**src/rtl/compute_unit_mlane_pkg.sv**
```systemverilog
// Shared types and helpers for the multi-lane sparse compute unit.
//   state_e     : control FSM states (IDLE, COMPUTE, OUT)
//   MAX_BUS     : widest chunk any instance may use (BUS_SIZE must not exceed it)
//   IDX_W       : width of a position / rank index within a chunk
//   rank_below  : number of set map bits strictly below a position, i.e. the
//                 packed-nonzero rank of that position
package cu_pkg;

  localparam int unsigned MAX_BUS = 64;
  localparam int unsigned IDX_W   = $clog2(MAX_BUS);

  typedef enum logic [1:0] {
    IDLE    = 2'd0,
    COMPUTE = 2'd1,
    OUT     = 2'd2
  } state_e;

  function automatic logic [IDX_W-1:0] rank_below(input logic [MAX_BUS-1:0] map,
                                                  input int unsigned        pos);
    logic [IDX_W-1:0] cnt;
    cnt = '0;
    for (int unsigned i = 0; i < MAX_BUS; i++) begin
      if (i < pos && map[i]) cnt = cnt + 1'b1;
    end
    return cnt;
  endfunction

endpackage

```
**src/rtl/compute_unit_mlane_match_picker.sv**
```systemverilog
// Combinational selector of the lowest set positions of a match mask.
//   remaining : positions still to be consumed
//   lane_pos  : position taken by each lane (lane 0 = lowest)
//   lane_vld  : lane carries a real position
//   next_mask : remaining with the taken positions cleared
module match_picker
  import cu_pkg::*;
#(
  parameter int unsigned BUS_SIZE = 8,
  parameter int unsigned LANES    = 2
) (
  input  logic [BUS_SIZE-1:0]         remaining,
  output logic [LANES-1:0][IDX_W-1:0] lane_pos,
  output logic [LANES-1:0]            lane_vld,
  output logic [BUS_SIZE-1:0]         next_mask
);

  logic [BUS_SIZE-1:0] m;
  logic                found;

  always_comb begin
    m        = remaining;
    lane_pos = '0;
    lane_vld = '0;
    found    = 1'b0;
    for (int unsigned l = 0; l < LANES; l++) begin
      found = 1'b0;
      for (int unsigned p = 0; p < BUS_SIZE; p++) begin
        if (!found && m[p]) begin
          found       = 1'b1;
          lane_pos[l] = IDX_W'(p);
          m[p]        = 1'b0;
        end
      end
      lane_vld[l] = found;
    end
    next_mask = m;
  end

endmodule

```
**src/rtl/compute_unit_mlane.sv**
```systemverilog
// Multi-lane sparse compute unit. Buffers one IFM chunk and one filter chunk
// (sparsemap + packed nonzeros), ANDs the maps and consumes up to LANES
// matched positions per cycle, multiply-accumulating them. At chunk end the
// incoming partial sum is added and the result offered on valid/ready.
// Ports:
//   clk_i, rst_i                    clock, async active-high reset
//   ifm_*    / filter_*             chunk write side (map, packed data, valid/ready)
//   acc_dat_i                       partial sum, sampled in the last COMPUTE cycle
//   acc_val_o, acc_dat_o, acc_rdy_i result handshake
//   chunk_end_o                     1-cycle pulse on COMPUTE->OUT
//   busy_o                          FSM not idle
module compute_unit_mlane
  import cu_pkg::*;
#(
  parameter int unsigned BUS_SIZE = 8,
  parameter int unsigned DATA_W   = 8,
  parameter int unsigned LANES    = 2,
  parameter int unsigned ACC_W    = 32,
  parameter int unsigned SIGNED   = 1
) (
  input  logic                       clk_i,
  input  logic                       rst_i,
  input  logic [BUS_SIZE-1:0]        ifm_sparsemap_i,
  input  logic [BUS_SIZE*DATA_W-1:0] ifm_nonzero_data_i,
  input  logic                       ifm_wr_valid_i,
  output logic                       ifm_wr_ready_o,
  input  logic [BUS_SIZE-1:0]        filter_sparsemap_i,
  input  logic [BUS_SIZE*DATA_W-1:0] filter_nonzero_data_i,
  input  logic                       filter_wr_valid_i,
  output logic                       filter_wr_ready_o,
  input  logic [ACC_W-1:0]           acc_dat_i,
  output logic                       acc_val_o,
  output logic [ACC_W-1:0]           acc_dat_o,
  input  logic                       acc_rdy_i,
  output logic                       chunk_end_o,
  output logic                       busy_o
);

  state_e state, state_nxt;

  logic                       ifm_full, filt_full;
  logic [BUS_SIZE-1:0]        ifm_map, filt_map;
  logic [BUS_SIZE*DATA_W-1:0] ifm_data, filt_data;
  logic                       ifm_cap, filt_cap, both_next, free_bufs;
  logic [BUS_SIZE-1:0]        ifm_map_nxt, filt_map_nxt;

  logic [BUS_SIZE-1:0]        remaining, next_mask;
  logic [LANES-1:0][IDX_W-1:0] lane_pos;
  logic [LANES-1:0]           lane_vld;
  logic                       last, load_rem;

  logic [LANES-1:0][IDX_W-1:0]    ia, fa;
  logic [LANES-1:0][DATA_W-1:0]   op_a, op_b;
  logic [LANES-1:0][2*DATA_W-1:0] prod_wide;
  logic [LANES-1:0][ACC_W-1:0]    lane_prod;
  logic [ACC_W-1:0]               sum_prod, acc;

  assign ifm_cap  = ifm_wr_valid_i & ~ifm_full;
  assign filt_cap = filter_wr_valid_i & ~filt_full;
  assign ifm_wr_ready_o    = ~ifm_full;
  assign filter_wr_ready_o = ~filt_full;

  // A capture on the same edge as the FSM transition counts as full, so the
  // mask must be formed from the incoming maps rather than the registers.
  assign ifm_map_nxt  = ifm_cap  ? ifm_sparsemap_i    : ifm_map;
  assign filt_map_nxt = filt_cap ? filter_sparsemap_i : filt_map;
  assign both_next    = (ifm_full | ifm_cap) & (filt_full | filt_cap);

  always_ff @(posedge clk_i or posedge rst_i) begin
    if (rst_i) begin
      ifm_full  <= 1'b0;
      ifm_map   <= '0;
      ifm_data  <= '0;
      filt_full <= 1'b0;
      filt_map  <= '0;
      filt_data <= '0;
    end else begin
      if (ifm_cap) begin
        ifm_full <= 1'b1;
        ifm_map  <= ifm_sparsemap_i;
        ifm_data <= ifm_nonzero_data_i;
      end else if (free_bufs) begin
        ifm_full <= 1'b0;
      end
      if (filt_cap) begin
        filt_full <= 1'b1;
        filt_map  <= filter_sparsemap_i;
        filt_data <= filter_nonzero_data_i;
      end else if (free_bufs) begin
        filt_full <= 1'b0;
      end
    end
  end

  match_picker #(
    .BUS_SIZE (BUS_SIZE),
    .LANES    (LANES)
  ) u_picker (
    .remaining (remaining),
    .lane_pos  (lane_pos),
    .lane_vld  (lane_vld),
    .next_mask (next_mask)
  );

  assign last = (next_mask == '0);

  always_comb begin
    ia        = '0;
    fa        = '0;
    op_a      = '0;
    op_b      = '0;
    prod_wide = '0;
    lane_prod = '0;
    sum_prod  = '0;
    for (int unsigned l = 0; l < LANES; l++) begin
      ia[l]   = rank_below(MAX_BUS'(ifm_map),  int'(lane_pos[l]));
      fa[l]   = rank_below(MAX_BUS'(filt_map), int'(lane_pos[l]));
      op_a[l] = ifm_data[int'(ia[l])*DATA_W +: DATA_W];
      op_b[l] = filt_data[int'(fa[l])*DATA_W +: DATA_W];
      if (SIGNED != 0) begin
        prod_wide[l] = (2*DATA_W)'($signed(op_a[l])) * (2*DATA_W)'($signed(op_b[l]));
        lane_prod[l] = ACC_W'($signed(prod_wide[l]));
      end else begin
        prod_wide[l] = (2*DATA_W)'(op_a[l]) * (2*DATA_W)'(op_b[l]);
        lane_prod[l] = ACC_W'(prod_wide[l]);
      end
      if (lane_vld[l]) sum_prod = sum_prod + lane_prod[l];
    end
  end

  always_comb begin
    state_nxt = state;
    free_bufs = 1'b0;
    case (state)
      IDLE:    if (both_next) state_nxt = COMPUTE;
      COMPUTE: begin
        if (last) begin
          free_bufs = 1'b1;
          state_nxt = OUT;
        end
      end
      OUT:     if (acc_rdy_i) state_nxt = both_next ? COMPUTE : IDLE;
      default: state_nxt = IDLE;
    endcase
  end

  assign load_rem = (state_nxt == COMPUTE) && (state != COMPUTE);

  always_ff @(posedge clk_i or posedge rst_i) begin
    if (rst_i) begin
      state       <= IDLE;
      remaining   <= '0;
      acc         <= '0;
      acc_dat_o   <= '0;
      chunk_end_o <= 1'b0;
    end else begin
      state       <= state_nxt;
      chunk_end_o <= (state == COMPUTE) && last;
      if (load_rem) begin
        remaining <= ifm_map_nxt & filt_map_nxt;
      end else if (state == COMPUTE) begin
        remaining <= next_mask;
      end
      if (state == COMPUTE) begin
        if (last) acc_dat_o <= acc + sum_prod + acc_dat_i;
        else      acc       <= acc + sum_prod;
      end else if (state == OUT && acc_rdy_i) begin
        acc <= '0;
      end
    end
  end

  assign acc_val_o = (state == OUT);
  assign busy_o    = (state != IDLE);

endmodule

```
**config.mk**
```make
export PLATFORM = sky130hd
export DESIGN_NAME = compute_unit_mlane
export DESIGN_NICKNAME = d
export VERILOG_FILES = /design/src/rtl/compute_unit_mlane_pkg.sv /design/src/rtl/compute_unit_mlane_match_picker.sv /design/src/rtl/compute_unit_mlane.sv
export SDC_FILE = /design/constraint.sdc
export NUM_CORES = 1
export LEC_CHECK = 0
export BUFFER_PORTS_ARGS = -buffer_cell sky130_fd_sc_hd__buf_2
export CAP_MARGIN = 10
export CORE_UTILIZATION = 56
export DETAILED_ROUTE_END_ITERATION = 8
export PLACE_DENSITY = 0.79
export REMOVE_ABC_BUFFERS = 1
export SYNTH_ARGS = -nofsm -noshare
export SYNTH_HDL_FRONTEND = slang
export SYNTH_SLANG_ARGS = --single-unit
```
**constraint.sdc**
```tcl
create_clock -name clk_i -period 15.05 [get_ports clk_i]
set_clock_uncertainty 0.05 [all_clocks]
set_input_delay 2.2575 -clock clk_i [delete_from_list [all_inputs] [get_ports clk_i]]
set_output_delay 2.2575 -clock clk_i [all_outputs]
set_load 0.005 [all_outputs]
```
==> summary.md <==
| Metric | Value |
|---|---|
| Outcome | `finished, violations left` |
| Failing checks | `negative setup slack` |
| Non-filler cells, final | `3611` |
| CP Max Fanout | `5` |
| Initial antenna violation count | `1` |
| Slew headroom | `22.47%` |
| Root Driver | `clkbuf_16` |
| Via density | `6.080` |
| WS Path Type | `flop to flop` |
| Total number of vias | `21954` |
| Max clock buf depth | `3` |
| Latest clock arrival within the worst-skew pair | `0.59 ns` |
| Mux cell area share after synthesis | `12.05%` |
| Clock slew at reported path FFs | `0.06 ns` |
| Met1 Use GR | `41.17%` |
| Largest net degree at the start of global routing | `110` |
| Final cycle utilization of the critical path | `101.5%` |
| Row cnt | `73` |
| H-tree levels | `1` |
| Global-route wire length before repair | `112300 um` |
| Total grt overflow | `0` |
| Share of post-route cells with drive strength above 1 | `35.73%` |
| Compound-Gate Fraction of Synth Area | `17.14%` |
| Fmax | `65.49 MHz` |
| Total Routing Usage GR | `33.57%` |
| Mapped Cells | `2523` |
| Post-synth ARST share | `100.0%` |
| Post-route cell area | `29450 sq um` |
| Chip height | `203.3 um` |
| Routed Antenna Nets | `0` |
| Initial DRC Count | `1716` |
| IO Pins | `218` |
| Final wirelength | `72430 um` |
| Number of global-route vias before repair | `22350` |
| Top FF cell, synth | `dfrtp_1` |
| Combinational family with the most area after synthesis | `adder cells` |
| Dpl cells | `3479` |
| Maximum Capacitance Violations | `0` |
| CTS Buf Count | `26` |
| Post-synthesis xor/xnor area fraction | `5.659%` |
| Final routed wire length divided by cell count | `20.06 um` |
| Synthesized flop and latch total | `221` |
| Core area | `39820 sq um` |
| Fillers | `2775` |
| Synth Area in Simple Gates | `15.93%` |
| Post-layout minimum cycle time | `15.27 ns` |
| RSZ-0062 raised after global routing | `yes` |
| Syn avg cell area | `8.992 sq um` |
| PnR worst setup slack | `-0.2185 ns` |
| DRT Pass-1 Iters | `7` |
| Crit end category | `flop` |
| DRC Markers | `0` |
| Synth unique cells | `88` |
| Crit-path slowest cell | `fa_2` |
| CTS tree | `yes` |
| Least-Margin Pin Slew | `1.159 ns` |
| Adder-cell share of the synthesized area | `19.15%` |
| Sequential fraction of the synthesis area | `24.38%` |
| Placed cell area | `26520 sq um` |
| HPWL Detailed | `52260 um` |
| Critical Path Start Type | `flop` |
| Final Wtd Congestion | `0.9734` |
| Worst Hold Class | `flop to flop` |
| EDFF count, synth | `0` |
| Finish-stage setup viols | `4` |
| Warnings from Yosys | `0` |
| Critical path required time | `15.51 ns` |
| Chip width | `203.3 um` |
| Cts hold-fix bufs | `0` |
| Syn Std Cell Area | `22690 sq um` |
| Port bufs | `217` |
| Die Footprint | `41320 sq um` |
| Final Hold Viols | `0` |
| Slew Limit Fails | `0` |
| Met2 GRT Util | `58.63%` |
| # clock sinks | `221` |
| Final #Nets | `3523` |
| Gr busiest metal | `met2` |
| Most used cell, CP | `buf_4` |
| Crit path DAT | `15.73 ns` |
| Max incr delay on CP | `0.59 ns` |
| Starting density of the core | `56.97%` |
| Routing usage on met3 | `4.123%` |
| Area delta synth->final | `29.80%` |
[placed cells by master, fill, tap and decap left out, types with 14 or more instances in the layout]
master and instances:
xnor2_1 85, ha_1 136, a211o_1 19, a22o_1 34, a211oi_1 31, o21ai_0 93
o21bai_1 24, and2_1 87, and3_1 22, clkbuf_16 27, inv_1 213, ha_4 21
o211ai_1 27, mux2_2 176, nand2_1 235, nand3_1 37, a22oi_1 31, buf_4 366
a21o_1 41, nor2b_1 19, o21ai_1 14, inv_2 17, a21oi_1 115, mux2i_1 59
buf_2 217, xor2_1 31, buf_6 21, a21oi_2 29, dfrtp_1 221, nor2_1 123
nor3_1 33, nor2_2 14, fa_1 111
[cell usage after synthesis, types with 6 or more instances]
library cell,count,area (sq um)
o31ai_1,6,45.04
nand2b_1,15,93.84
mux2i_1,66,660.6
and4_1,7,61.31
nand2_1,249,934.7
nand3_1,43,215.2
a22o_1,34,297.8
o21bai_1,24,180.2
nor2b_1,23,143.9
ha_1,160,2002
clkbuf_1,81,304.0
or2_2,14,87.58
o211ai_1,27,202.7
inv_1,233,874.6
nor3_1,45,225.2
a211o_1,19,166.4
nand4_1,6,37.54
a211oi_1,38,285.3
and2_1,99,619.3
fa_1,116,2322
nor4_1,19,118.9
o21ai_0,109,545.5
nor4_4,6,127.6
xor2_1,37,324.1
mux2_2,180,2027
o21a_1,13,97.59
and3_1,25,156.4
o31a_1,8,70.07
a311o_1,6,60.06
a22oi_1,31,232.7
a31oi_1,19,118.9
xnor2_1,95,832.1
a21o_1,41,307.8
o221ai_1,8,70.07
o22ai_1,6,37.54
dfrtp_1,221,5530
or3_1,8,50.05
a21oi_1,147,735.7
nor2_1,140,525.5
buf_2,14,70.07
[metrics by stage]
step	util (%)	hold WS (ns)	setup WS (ns)	TNS (ns)
final	73.95	0.4338	-0.2185	-0.5235
after global routing	73.94	0.4614	-0.7167	-4.719
after CTS	71.03	0.4365	-0.02841	-0.06390
after detailed placement	66.60	0.4159	-0.9463	-6.391
after global placement	66.60	0.4063	-0.6034	-3.775
after floorplan	-	0.4157	-1.935	-19.57
[final cells by class]
class                           count  area, sq um  area share, %
Antenna cell                        2        5.005        0.01700
Tap cell                          525        656.9          2.231
Inverter                          235        897.1          3.046
Multi-Input combinational cell   1967        17140          58.20
Sequential cell                   221         5530          18.78
Clock inverter                     18        270.3         0.9177
Timing Repair Buffer              615         4272          14.51
Clock buffer                       28        678.2          2.303
[critical path, delay by kind of cell, from the launching register on]
kind	cells	cell delay [ns]
adder cells (fa/ha/maj)	11	3.64
buffers and inverters	22	2.51
multiplexers	2	0.53
AO/OA/AOI/OAI	23	4.03
flip-flops	1	0.40
AND/OR/NAND/NOR	17	3.01
XOR/XNOR	5	1.03
[final timing paths]
path                                      startpoint                        end  slack (ns)  cells after the start
max                         remaining[2]$_DFFE_PP0P_  acc_dat_o[31]$_DFFE_PP0P_       -0.22                     80
min                        acc_dat_o[10]$_DFFE_PP0P_  acc_dat_o[10]$_DFFE_PP0P_        0.43                      2
max reg2reg                 remaining[2]$_DFFE_PP0P_  acc_dat_o[31]$_DFFE_PP0P_       -0.22                     80
min reg2reg                acc_dat_o[10]$_DFFE_PP0P_  acc_dat_o[10]$_DFFE_PP0P_        0.43                      2
max in group asynchronous                      rst_i       ifm_map[5]$_DFF_PP0_       11.69                      3
min in group asynchronous                      rst_i  acc_dat_o[29]$_DFFE_PP0P_        1.78                      2
[state kept, by name (all words and copies together) (netlist names)]
register,cells
chunk_end_o,1
remaining,8
state,2
ifm_map,8
ifm_data,64
acc,32
acc_dat_o,32
filt_map,8
ifm_full,1
filt_full,1
filt_data,64
[cell families (layout without fill, tap and decap cells)]
group,Yosys count,count (layout)
multiplexers,248,248
AND/OR/NAND/NOR,721,721
adder cells (fa/ha/maj),278,278
XOR/XNOR,138,138
AO/OA/AOI/OAI,582,582
other,0,2
flip-flops,221,221
buffers and inverters,335,896
[layer usage]
metal	vias to the layer above	wire length, um
li1	9952	-
met1	10768	27980
met2	979	35910
met3	255	4866
met4	0	3677
met5	-	0
[what timing repair did]
action / in CTS / in global routing
gates cloned: 2 / 0
gates resized for setup: 91 / 203
hold endpoints to repair: 0 / 0
pin swaps: 56 / 128
setup buffers: 48 / 43
setup endpoints to repair: 12 / 18
Power is left out: the tool's default activity adds up to more than one toggle a clock period on the data nets, which glitch-free logic cannot reach.
